**src/rtl/four_bit_sync_updown_counter.sv**
```systemverilog
// Up/down binary counter with parallel load, combinational terminal count and registered wrap pulse.
// Latency: count and wrap update one clk edge after up_down/load are sampled; tc is same-cycle combinational.
// Backpressure: none; counts every edge unless loading. Build macro UPDOWN_SATURATE_EN selects saturating mode.
module four_bit_sync_updown_counter #(
   parameter int unsigned         WIDTH     = 4,
   parameter logic [WIDTH-1:0]    RESET_VAL = '0
) (
   input  logic             clk,
   input  logic             rst,
   input  logic             up_down,
   input  logic             load,
   input  logic [WIDTH-1:0] load_val,
   output logic [WIDTH-1:0] count,
   output logic             tc,
   output logic             wrap
);

   localparam logic [WIDTH-1:0] ALL_ONES = '1;
   localparam logic [WIDTH-1:0] ZERO     = '0;
   localparam logic [WIDTH-1:0] ONE      = {{(WIDTH-1){1'b0}}, 1'b1};

   logic [WIDTH-1:0] count_q;
   logic [WIDTH-1:0] count_d;
   logic             wrap_q;
   logic             wrap_d;
   logic             at_max;
   logic             at_min;

   // Boundary detection shared by next-state logic and the terminal-count flag.
   always_comb begin
      at_max = (count_q == ALL_ONES);
      at_min = (count_q == ZERO);
   end

   // Next count: load overrides counting; wrap flags the edge that crosses the boundary.
   always_comb begin
      count_d = count_q;
      wrap_d  = 1'b0;
      if (load) begin
         count_d = load_val;
      end else if (up_down) begin
`ifdef UPDOWN_SATURATE_EN
         if (!at_max) begin
            count_d = count_q + ONE;
         end
`else
         count_d = count_q + ONE;
         wrap_d  = at_max;
`endif
      end else begin
`ifdef UPDOWN_SATURATE_EN
         if (!at_min) begin
            count_d = count_q - ONE;
         end
`else
         count_d = count_q - ONE;
         wrap_d  = at_min;
`endif
      end
   end

   // State registers; reset acts immediately and holds while rst is low.
   always_ff @(posedge clk or negedge rst) begin
      if (!rst) begin
         count_q <= RESET_VAL;
         wrap_q  <= 1'b0;
      end else begin
         count_q <= count_d;
         wrap_q  <= wrap_d;
      end
   end

   // Terminal count looks at the direction currently requested, not the last one used.
   always_comb begin
      tc = up_down ? at_max : at_min;
   end

   assign count = count_q;
   assign wrap  = wrap_q;

endmodule

```
**config.mk**
```make
export PLATFORM = sky130hd
export DESIGN_NAME = four_bit_sync_updown_counter
export DESIGN_NICKNAME = d
export VERILOG_FILES = /design/src/rtl/four_bit_sync_updown_counter.sv
export SDC_FILE = /design/constraint.sdc
export NUM_CORES = 1
export LEC_CHECK = 0
export CORE_AREA = 2 2 39 41
export DETAILED_ROUTE_END_ITERATION = 7
export DIE_AREA = 0 0 41 43
export SYNTH_ARGS = -nofsm -noshare
export SYNTH_HDL_FRONTEND = slang
export SYNTH_SLANG_ARGS = --single-unit
```
**constraint.sdc**
```tcl
create_clock -name clk -period 1.2 [get_ports clk]
set_input_delay 0.24 -clock clk [delete_from_list [all_inputs] [get_ports clk]]
set_output_delay 0.24 -clock clk [all_outputs]
set_load 0.02 [all_outputs]
```
==> results.sh <==
export IMPL_pre_cts_ws_ns=-0.765
export IMPL_yosys_area_top_type="dfrtp_1"
export IMPL_wl_met1_um=301
export IMPL_avgSynthCellArea_um2=10.3
export IMPL_placedCellCount=64
export IMPL_drive_above_1_share_pct=57.4
export IMPL_dr_first_iter_drc_count=3
export IMPL_cts_buffers=3
export IMPL_slew_headroom_pct=83.9
export IMPL_gr_total_overflow=0
export IMPL_mostFrequentLayoutCells="7 x buf_6, 6 x clkdlybuf4s50_1, 4 x nand2_1, 4 x buf_4"
export IMPL_layout_area_overhead_vs_synth_pct=101
export IMPL_ys_ff_latch=5
export IMPL_grt_pass1_vias=292
export IMPL_wl_um=820
export IMPL_ios=14
export IMPL_clk_insertion_delay_late_ns=0.24
export IMPL_dr_wl_met2_um=450
export IMPL_placed_area_um2=514
export IMPL_status="complete, but fails checks"
export IMPL_fillers=145
export IMPL_n_antenna_cell=0
export IMPL_design_die_area_mm2=0.00176
export IMPL_synth_fp_nets=41
export IMPL_cp_arrival_ns=1.48
export IMPL_fin_cells=70
export IMPL_num_vias=320
export IMPL_end_kind="register"
export IMPL_leakagePower_nw=0.261
export IMPL_slew_violations=0
export IMPL_muxShareOfSynthArea_pct=3.64
export IMPL_fp_dieH_um=43
export IMPL_final_util_pct=44.9
export IMPL_path_max_fanout=3
export IMPL_postRouteAntennaNets=0
export IMPL_drc=0
export IMPL_timing_final_crit_period_ns=1.36
export IMPL_seqCellArea_um2=128
export IMPL_violations="setup timing"
export IMPL_start_kind="register"
export IMPL_rsz0062_at_grt="true"
export IMPL_yosys_area_share_simple_pct=17.4
export IMPL_multi_input_area_um2=248
export IMPL_rows=14
export IMPL_crit_required_ns=1.32
export IMPL_cts_tree="yes"
export IMPL_start_util_pct=22.3
export IMPL_final_common_cell="buf_6"
export IMPL_ys_types=19
export IMPL_clock_fmax_mhz=735
export IMPL_dr_wl_met3_um=68
export IMPL_track_usage_pct=11.2
export IMPL_avgViaCountPerCell=4.57
export IMPL_antenna_found_initial=0
export IMPL_place_congestion=0.668
export IMPL_setup_viol=5
export IMPL_dp_hpwl_um=571
export IMPL_top_layer="met3"
export IMPL_synthXorXnorAreaFrac_pct=5.67
export IMPL_die_w_um=41
export IMPL_total_power_mw=0.889
export IMPL_synthAdderAreaFrac_pct=14.6
export IMPL_synth_cells=30
export IMPL_final_hold_viol_count=0
export IMPL_clkTransAtPathRegs_ns=0.04
export IMPL_clockRootBuffer="clkbuf_4"
export IMPL_grt_max_degree=6
export IMPL_synth_top_cell_area_share_pct=40.5
export IMPL_synth_compound_area_share_pct=15.4
export IMPL_ys_warn_count=0
export IMPL_grt_pass1_wl_um=1260
export IMPL_fin_ws_ns=-0.161
export IMPL_coreArea_mm2=0.00138
export IMPL_clock_sinks=5
export IMPL_ctsLongestPathBuffers=2
export IMPL_critPathKind="register to register"
export IMPL_cts_max_level=1
export IMPL_synth_area_leaders="dfrtp_1 40%, ha_1 8.1%, fa_1 6.5%, a21oi_4 5.3%, nand2_1 4.9%"
export IMPL_hp_class="input port to async pin"
export IMPL_ir_worst_vdd_mv=0.699
export IMPL_min_period_over_period_pct=113
export IMPL_drt_first_pass_iters=3
export IMPL_worstMarginPinSlew_ns=0.241
export IMPL_final_cell_area_um2=622
export IMPL_power_density_mw_per_mm2=1430
export IMPL_netlist_area_um2=309
export IMPL_synth_top_family_by_area="simple AND/OR/NAND/NOR gates"
export IMPL_fin_skew_ns=0.00393
export IMPL_ys_seq_area_share_pct=40.5
export IMPL_maxCapViolations=0
export IMPL_fin_nets=66
export IMPL_hold_buffers=0
export IMPL_port_buffers=13
export IMPL_post_drt_wl_per_cell_um=11.7
Yosys cell counts:
cell	instances
a211oi_1	1
a21oi_1	1
a21oi_4	1
a311oi_1	1
and3_2	1
buf_2	1
dfrtp_1	5
fa_1	1
ha_1	2
inv_1	1
mux2_2	1
nand2_1	4
nand3_1	2
nor2_1	1
nor2b_1	2
nor3_1	1
o21ai_0	2
xnor2_1	1
xor2_1	1
sequential cells by signal, summed over array words and instances (netlist names):
| register | flops |
|---|---|
| count | 4 |
| wrap | 1 |
critical path, cell delays in order, from the launching register on:
cell and delay (ns):
dfrtp_2 0.42, buf_6 0.13, fa_2 0.43, mux2_2 0.26
power breakdown:
part | leakage (nW) | internal [mW] | switching [mW]
registers | 0.0586 | 0.202 | 0.0324
logic | 0.188 | 0.258 | 0.205
clock network | 0.0150 | 0.126 | 0.0665
cell families (layout without fill, tap and decap cells):
group,after synthesis,after routing
AO/OA/AOI/OAI,6,6
XOR/XNOR,2,2
adder cells (fa/ha/maj),3,3
buffers and inverters,2,26
flip-flops,5,5
multiplexers,1,1
AND/OR/NAND/NOR,11,11
worst paths after layout:
| check | from | endpoint | slack (ns) | cells after the start |
|---|---|---|---|---|
| max | count[0] | count[1] | -0.16 | 3 |
| max reg2reg | count[0] | count[1] | -0.16 | 3 |
| min in group clk | load_val[2] | count[2] | 0.54 | 3 |
| max in group asynchronous | rst | count[0] | 0.76 | 1 |
| min | rst | count[3] | 0.23 | 1 |
| min reg2reg | count[3] | wrap | 0.57 | 2 |
metrics by stage:
step | hold WS [ns] | setup TNS, ns
after floorplan | -0.0556 | -0.162
after global placement | 0.478 | -2.85
after detailed placement | 0.484 | -3.06
after CTS | 0.223 | -0.562
after global routing | 0.242 | -0.816
final | 0.225 | -0.548
layout make-up:
type                    count  area share (%)
multi-input cells          23            39.8
clock buffers               4            4.23
repair buffers             21            31.6
well taps                  16            3.22
inverters                   1           0.604
flip-flops and latches      5            20.5
per-layer routing:
| layer | vias to the layer above | track usage, % |
|---|---|---|
| met5 | - | 0 |
| met4 | 0 | 2.00 |
| li1 | 152 | - |
| met2 | 13 | 15.0 |
| met1 | 155 | 14.8 |
| met3 | 0 | 7.85 |
what timing repair did:
action	4_1_cts	5_1_grt
gates resized for setup	31	14
setup endpoints to repair	9	7
pin swaps	3	5
buffers inserted	1	1
No activity file was read; power rests on OpenSTA's default activity.
